$ cat src/rtl/vga_pkg.sv
// Shared VGA definitions: frame-fetch FSM state and default visible timing.
// Latency: n/a (declarations only).
// Backpressure: n/a.
package vga_pkg;

    typedef enum logic {
        IDLE  = 1'b0,
        FETCH = 1'b1
    } fb_state_t;

    localparam int H_DISPLAY = 640;
    localparam int V_DISPLAY = 480;

endpackage

$ cat src/rtl/vga_fb_prefetch_fifo.sv
// Synchronous prefetch FIFO whose output comes straight from the storage registers.
// Latency: a push is visible at the output on the cycle after it is written.
// Backpressure: the caller never pushes when full or pops when empty; the output holds while not popped.
module vga_fb_prefetch_fifo #(
    parameter int W     = 13,
    parameter int DEPTH = 4
) (
    input  logic                       clk,
    input  logic                       rst,
    input  logic                       push,
    input  logic [W-1:0]               push_data,
    input  logic                       pop,
    output logic [W-1:0]               out_data,
    output logic                       out_vld,
    output logic [$clog2(DEPTH):0]     count
);

    localparam int PW = $clog2(DEPTH);

    logic [W-1:0]  mem [DEPTH];
    logic [PW-1:0] wr_ptr;
    logic [PW-1:0] rd_ptr;

    always_ff @(posedge clk) begin
        if (rst) begin
            wr_ptr <= '0;
            rd_ptr <= '0;
            count  <= '0;
        end else begin
            if (push) wr_ptr <= wr_ptr + 1'b1;
            if (pop)  rd_ptr <= rd_ptr + 1'b1;
            case ({push, pop})
                2'b10:   count <= count + 1'b1;
                2'b01:   count <= count - 1'b1;
                default: ;
            endcase
        end
    end

    always_ff @(posedge clk) begin
        if (push && !rst) mem[wr_ptr] <= push_data;
    end

    assign out_vld  = (count != '0);
    // Storage is not reset, so mask it until something has been written.
    assign out_data = out_vld ? mem[rd_ptr] : '0;

endmodule

$ cat src/rtl/vga_fb_reader.sv
// Frame-buffer SRAM scheduler: host writes plus raster-order display prefetch into the line buffer.
// Latency: read issued at t, FIFO write at t+1, line_buffer_vld from t+2; host grant is same-cycle.
// Backpressure: reads stop once fifo_count+inflight reaches PF_DEPTH; output holds while vld && !rdy.
module vga_fb_reader #(
    parameter int H_DISPLAY = vga_pkg::H_DISPLAY,
    parameter int V_DISPLAY = vga_pkg::V_DISPLAY,
    parameter int RGB_SIZE  = 12,
    parameter int AW        = 19,
    parameter int PF_DEPTH  = 4
) (
    input  logic                  sys_clk,
    input  logic                  sys_rst,
    input  logic                  fb_enable,
    input  logic                  host_req,
    input  logic [AW-1:0]         host_addr,
    input  logic [RGB_SIZE-1:0]   host_wdata,
    output logic                  host_gnt,
    output logic                  mem_en,
    output logic                  mem_we,
    output logic [AW-1:0]         mem_addr,
    output logic [RGB_SIZE-1:0]   mem_wdata,
    input  logic [RGB_SIZE-1:0]   mem_rdata,
    output logic [RGB_SIZE:0]     line_buffer_data,
    output logic                  line_buffer_vld,
    input  logic                  line_buffer_rdy
);

    import vga_pkg::fb_state_t;
    import vga_pkg::IDLE;
    import vga_pkg::FETCH;

    localparam int XW = $clog2(H_DISPLAY + 1);
    localparam int YW = $clog2(V_DISPLAY + 1);
    localparam int CW = $clog2(PF_DEPTH) + 1;

    localparam logic [XW-1:0] X_LAST     = XW'(H_DISPLAY - 1);
    localparam logic [YW-1:0] Y_LAST     = YW'(V_DISPLAY - 1);
    localparam logic [CW-1:0] CREDIT_MAX = CW'(PF_DEPTH);

    fb_state_t     state_q, state_d;
    logic [XW-1:0] x_q;
    logic [YW-1:0] y_q;
    logic [AW-1:0] addr_q;
    logic          inflight_q;
    logic          sof_q;
    logic [CW-1:0] fifo_count;
    logic [CW-1:0] credit;
    logic          disp_can;
    logic          urgent;
    logic          disp_rd;
    logic          last_pix;

    // Credit covers the read whose data is still on mem_rdata, so a push never overflows.
    assign credit   = fifo_count + {{(CW-1){1'b0}}, inflight_q};
    assign disp_can = !sys_rst && (state_q == FETCH) && (credit < CREDIT_MAX);
    assign urgent   = (credit <= CW'(1));
    assign host_gnt = !sys_rst && host_req && !(disp_can && urgent);
    assign disp_rd  = disp_can && !host_gnt;
    assign last_pix = (x_q == X_LAST) && (y_q == Y_LAST);

    assign mem_en    = host_gnt || disp_rd;
    assign mem_we    = host_gnt;
    assign mem_addr  = host_gnt ? host_addr : (disp_rd ? addr_q : '0);
    assign mem_wdata = host_gnt ? host_wdata : '0;

    always_comb begin
        state_d = state_q;
        case (state_q)
            IDLE:    if (fb_enable) state_d = FETCH;
            FETCH:   if (disp_rd && last_pix && !fb_enable) state_d = IDLE;
            default: state_d = IDLE;
        endcase
    end

    always_ff @(posedge sys_clk) begin
        if (sys_rst) begin
            state_q    <= IDLE;
            x_q        <= '0;
            y_q        <= '0;
            addr_q     <= '0;
            inflight_q <= 1'b0;
            sof_q      <= 1'b0;
        end else begin
            state_q    <= state_d;
            inflight_q <= disp_rd;
            sof_q      <= disp_rd && (x_q == '0) && (y_q == '0);
            if (disp_rd) begin
                if (last_pix) begin
                    x_q    <= '0;
                    y_q    <= '0;
                    addr_q <= '0;
                end else if (x_q == X_LAST) begin
                    x_q    <= '0;
                    y_q    <= y_q + 1'b1;
                    addr_q <= addr_q + 1'b1;
                end else begin
                    x_q    <= x_q + 1'b1;
                    addr_q <= addr_q + 1'b1;
                end
            end
        end
    end

    vga_fb_prefetch_fifo #(
        .W     (RGB_SIZE + 1),
        .DEPTH (PF_DEPTH)
    ) u_prefetch_fifo (
        .clk       (sys_clk),
        .rst       (sys_rst),
        .push      (inflight_q),
        .push_data ({sof_q, mem_rdata}),
        .pop       (line_buffer_vld && line_buffer_rdy),
        .out_data  (line_buffer_data),
        .out_vld   (line_buffer_vld),
        .count     (fifo_count)
    );

endmodule

$ cat config.mk
export PLATFORM = sky130hd
export DESIGN_NAME = vga_fb_reader
export DESIGN_NICKNAME = d
export VERILOG_FILES = /design/src/rtl/vga_pkg.sv /design/src/rtl/vga_fb_prefetch_fifo.sv /design/src/rtl/vga_fb_reader.sv
export SDC_FILE = /design/constraint.sdc
export NUM_CORES = 1
export LEC_CHECK = 0
export BUFFER_PORTS_ARGS = -buffer_cell sky130_fd_sc_hd__buf_2
export CAP_MARGIN = 5
export CORE_ASPECT_RATIO = 1.5
export CORE_MARGIN = 2
export CORE_UTILIZATION = 45
export DETAILED_ROUTE_END_ITERATION = 7
export GPL_ROUTABILITY_DRIVEN = 0
export PLACE_DENSITY_LB_ADDON = 0.1
export RECOVER_POWER = 25
export SLEW_MARGIN = 0
export SYNTH_ARGS = -nofsm -noshare
export SYNTH_HDL_FRONTEND = slang
export SYNTH_SLANG_ARGS = --single-unit
$ cat constraint.sdc
create_clock -name sys_clk -period 3.1 [get_ports sys_clk]
set_input_delay 0.62 -clock sys_clk [delete_from_list [all_inputs] [get_ports sys_clk]]
set_output_delay 0.62 -clock sys_clk [all_outputs]
set_load 0.01 [all_outputs]
==> results.toml <==
[detailed_routing]
wire_per_inst_um = 14.90
drt-initial-drc-count = 98
antenna_left = 0
vias = 3306
firstDrtPassIters = 4
drc = 0
drt-total-wl_um = 9136
routed_via_density = 5.393

[timing]
period_share_pct = 93.45
slew_violations = 0
hold_viol_final = 0
setup_viol = 0
tns_ps = 0
finalCriticalPeriod_ps = 2897
hold_slack_ps = 484.4
worstMarginPinSlew_ps = 715.9
grt_setup_unrepaired = "false"
fin_worst_skew_ps = 7.790
fmax_mhz = 345.2
relSlewSlack_pct = 52.27
worst_slack_ps = 203.2

[critical_path]
crit_family = "buffers and inverters"
critPathSlowestCell = "dfxtp_2"
r2r_end = "y_q[6]"
reg2regPathDepth = 9
path_cells = "inv_1 -> nor2_1 -> ha_1 -> a21o_1 -> or3_1 -> inv_1 -> buf_12 -> a22o_1 -> buf_2"
path_common_cell = "inv_1"
start_kind = "register"
path_max_fanout = 30
critical_path_class = "register to primary output"
path_depth = 9
setup.worst_path.end_class = "primary output"
slowest_delay_ps = 390
reg2reg_from = "inflight_q"
rrSetupSlack_ps = 710
cp_num_buf_inv = 4
arrival_ps = 2280
cp-startpoint = "inflight_q"
cp.required_ps = 2480
endpoint = "mem_addr[17]"

[clocking]
ctsHoldBuffers = 0
root_buffer = "clkbuf_16"
cts_tree = "built"
cts.sinks = 102
numCtsBuffers = 9
cts.reportedPaths.clkPinSlew_ps = 70
clockBufferDepth = 2
cts_setup_buffers = 0
clock_latency_ps = 350
htreeDepth = 3

[outcome]
outcome = "finished clean"

[run]
drv_cap = 0

[logic_synthesis]
syn_area_um2 = 4669
synth-xor-area-share_pct = 5.627
ys_seq_area_share_pct = 54.88
synth_compound_area_share_pct = 7.851
syn-num-nets = 458
ys.flop_type = "edfxtp_1"
synth_edf_count = 52
synth-simple-area-share_pct = 18.35
ys_seq_elements = 102
async_flop_share_pct = 0
avgSynthCellArea_um2 = 11.73
synth_cell_type_count = 47
ys_warn_count = 0
synth_top_family_by_area = "simple AND/OR/NAND/NOR gates"
muxShareOfSynthArea_pct = 6.484
synthCells = 398
synthAdderAreaFrac_pct = 3.376

[power_and_ir_drop]
power_density_nw_per_um2 = 593.9
irDropWorstVdd_v = 0.0002883
finalPower_mw = 3.296
p_leak_nw = 2.133

[layout]
fin_area_um2 = 5550
antenna_cells = 0
drive_gt1_share_pct = 25.60
final_nets = 551
multi_input_area_um2 = 1954
synthToLayoutAreaGrowth_pct = 18.86
register_area_um2 = 2564
nFillCells = 900

[global_route]
grt_pass1_wl_um = 15210
grt_pass1_vias = 3280
gr-total-overflow = 0
grt_max_degree = 34
antenna_found_initial = 0
track_usage_pct = 17.28

[die]
die_h_um = 128.8
fp.coreArea_um2 = 10130
rows = 45
io_pins = 96
die_w_um = 87.17
start_util_pct = 46.07
die_area_um2 = 11220

[placement]
portBuffers = 95
pre_cts_ws_ps = 340.8
placed_area_um2 = 5236
dp_hpwl_um = 6561

[min_path]
min-delay-path-class = "register to register"
-- logic make-up (layout without fill, tap and decap cells) --
kind of cell | count (synthesis) | in the layout
AO/OA/AOI/OAI | 48 | 48
XOR/XNOR | 30 | 30
adder cells (fa/ha/maj) | 12 | 12
buffers and inverters | 35 | 133
flip-flops | 102 | 102
multiplexers | 14 | 14
AND/OR/NAND/NOR | 157 | 157
-- synth_stat cells (all sizes together), types with 2 or more instances --
cell / n / share of area, %
ha: 11 / 2.9
nor2b: 4 / 0.54
inv: 16 / 1.3
a22o: 19 / 3.6
and4: 3 / 0.56
mux4: 13 / 6.3
nand4: 15 / 2.0
dfxtp: 50 / 21
a32o: 2 / 0.43
nand3: 17 / 1.8
a21o: 2 / 0.32
clkbuf: 9 / 0.72
nor4: 6 / 1.1
buf: 10 / 1.4
edfxtp: 52 / 33
o21ai: 7 / 0.99
and3: 5 / 0.67
xor2: 18 / 3.4
or4: 2 / 0.40
nand2: 20 / 1.6
a21oi: 10 / 1.1
nor2: 36 / 3.0
or3: 7 / 0.94
xnor2: 12 / 2.3
o31ai: 2 / 0.32
nor3: 9 / 0.96
and2: 28 / 3.8
-- per-layer routing --
layer / routed length [um] / GRT usage (%)
met1: 3757 / 19.44
met2: 4756 / 30.98
met3: 453 / 4.041
met4: 169 / 7.059
met5: 0 / 0
-- power breakdown --
part / switching (mW) / total (mW) / internal [mW]
registers: 0.0371 / 1.50 / 1.46
clock network: 0.511 / 1.15 / 0.643
logic: 0.329 / 0.643 / 0.314
total: 0.878 / 3.30 / 2.42
-- worst register-to-register path, cell delays in order, from the launching register on --
cell and delay, ps:
dfxtp_2 390, inv_1 70, nor2_1 100, ha_1 250, a21o_1 220, or3_1 330
buf_4 220, nor2_2 340, nand2_1 120, a32o_1 270
-- how the worst min path moves through the flow --
| stage | from | end | cells after the start |
|---|---|---|---|
| 2_1_floorplan | sof_q | u_prefetch_fifo.mem[0][12] | 0 |
| 3_3_place_gp | sof_q | u_prefetch_fifo.mem[2][12] | 0 |
| 3_5_place_dp | sof_q | u_prefetch_fifo.mem[3][12] | 0 |
| 4_1_cts | mem_rdata[0] | u_prefetch_fifo.mem[2][0] | 1 |
| 5_1_grt | sof_q | u_prefetch_fifo.mem[1][12] | 0 |
| 6_report | sof_q | u_prefetch_fifo.mem[1][12] | 0 |
-- placed cells by master, fill, tap and decap left out, types with 3 or more instances in the layout --
cell,count
nand4_1,15
ha_1,11
clkbuf_1,13
nor4_1,5
clkbuf_16,9
nor2_1,34
o21ai_0,6
nand3_1,17
nor3_1,9
and2_1,28
a21oi_1,10
edfxtp_1,52
mux4_2,13
inv_1,16
a22o_1,19
xor2_1,17
nor2b_1,4
xnor2_1,12
or3_1,7
dfxtp_1,49
and3_1,5
buf_4,5
nand2_1,20
buf_2,83
and4_1,3
-- layout make-up --
class	count	area share [%]
clock buffers	10	4.125
inverters	16	1.082
clock inverters	6	1.420
repair buffers	101	9.333
well taps	117	2.638
multi-input cells	261	35.21
flip-flops and latches	102	46.19
-- stage by stage --
step | utilization [%] | std cells
2_1_floorplan | - | 398
3_3_place_gp | 51.67 | 597
3_5_place_dp | 51.67 | 597
4_1_cts | 54.74 | 613
5_1_grt | 54.77 | 613
6_report | 54.77 | 613
-- registers in the layout, summed over array words and instances, names as in the netlist, 2 cells and up, named ones only --
| register | count |
|---|---|
| u_prefetch_fifo.mem | 52 |
| u_prefetch_fifo.rd_ptr | 2 |
| x_q | 10 |
| u_prefetch_fifo.count | 3 |
| u_prefetch_fifo.wr_ptr | 2 |
| addr_q | 19 |
| y_q | 9 |
-- repair_timing --
action | 4_1_cts | 5_1_grt
gates resized for setup | 1 | 4
pin swaps | 0 | 0
endpoints found under the setup margin | 19 | 31
No activity file was read; power rests on OpenSTA's default activity.
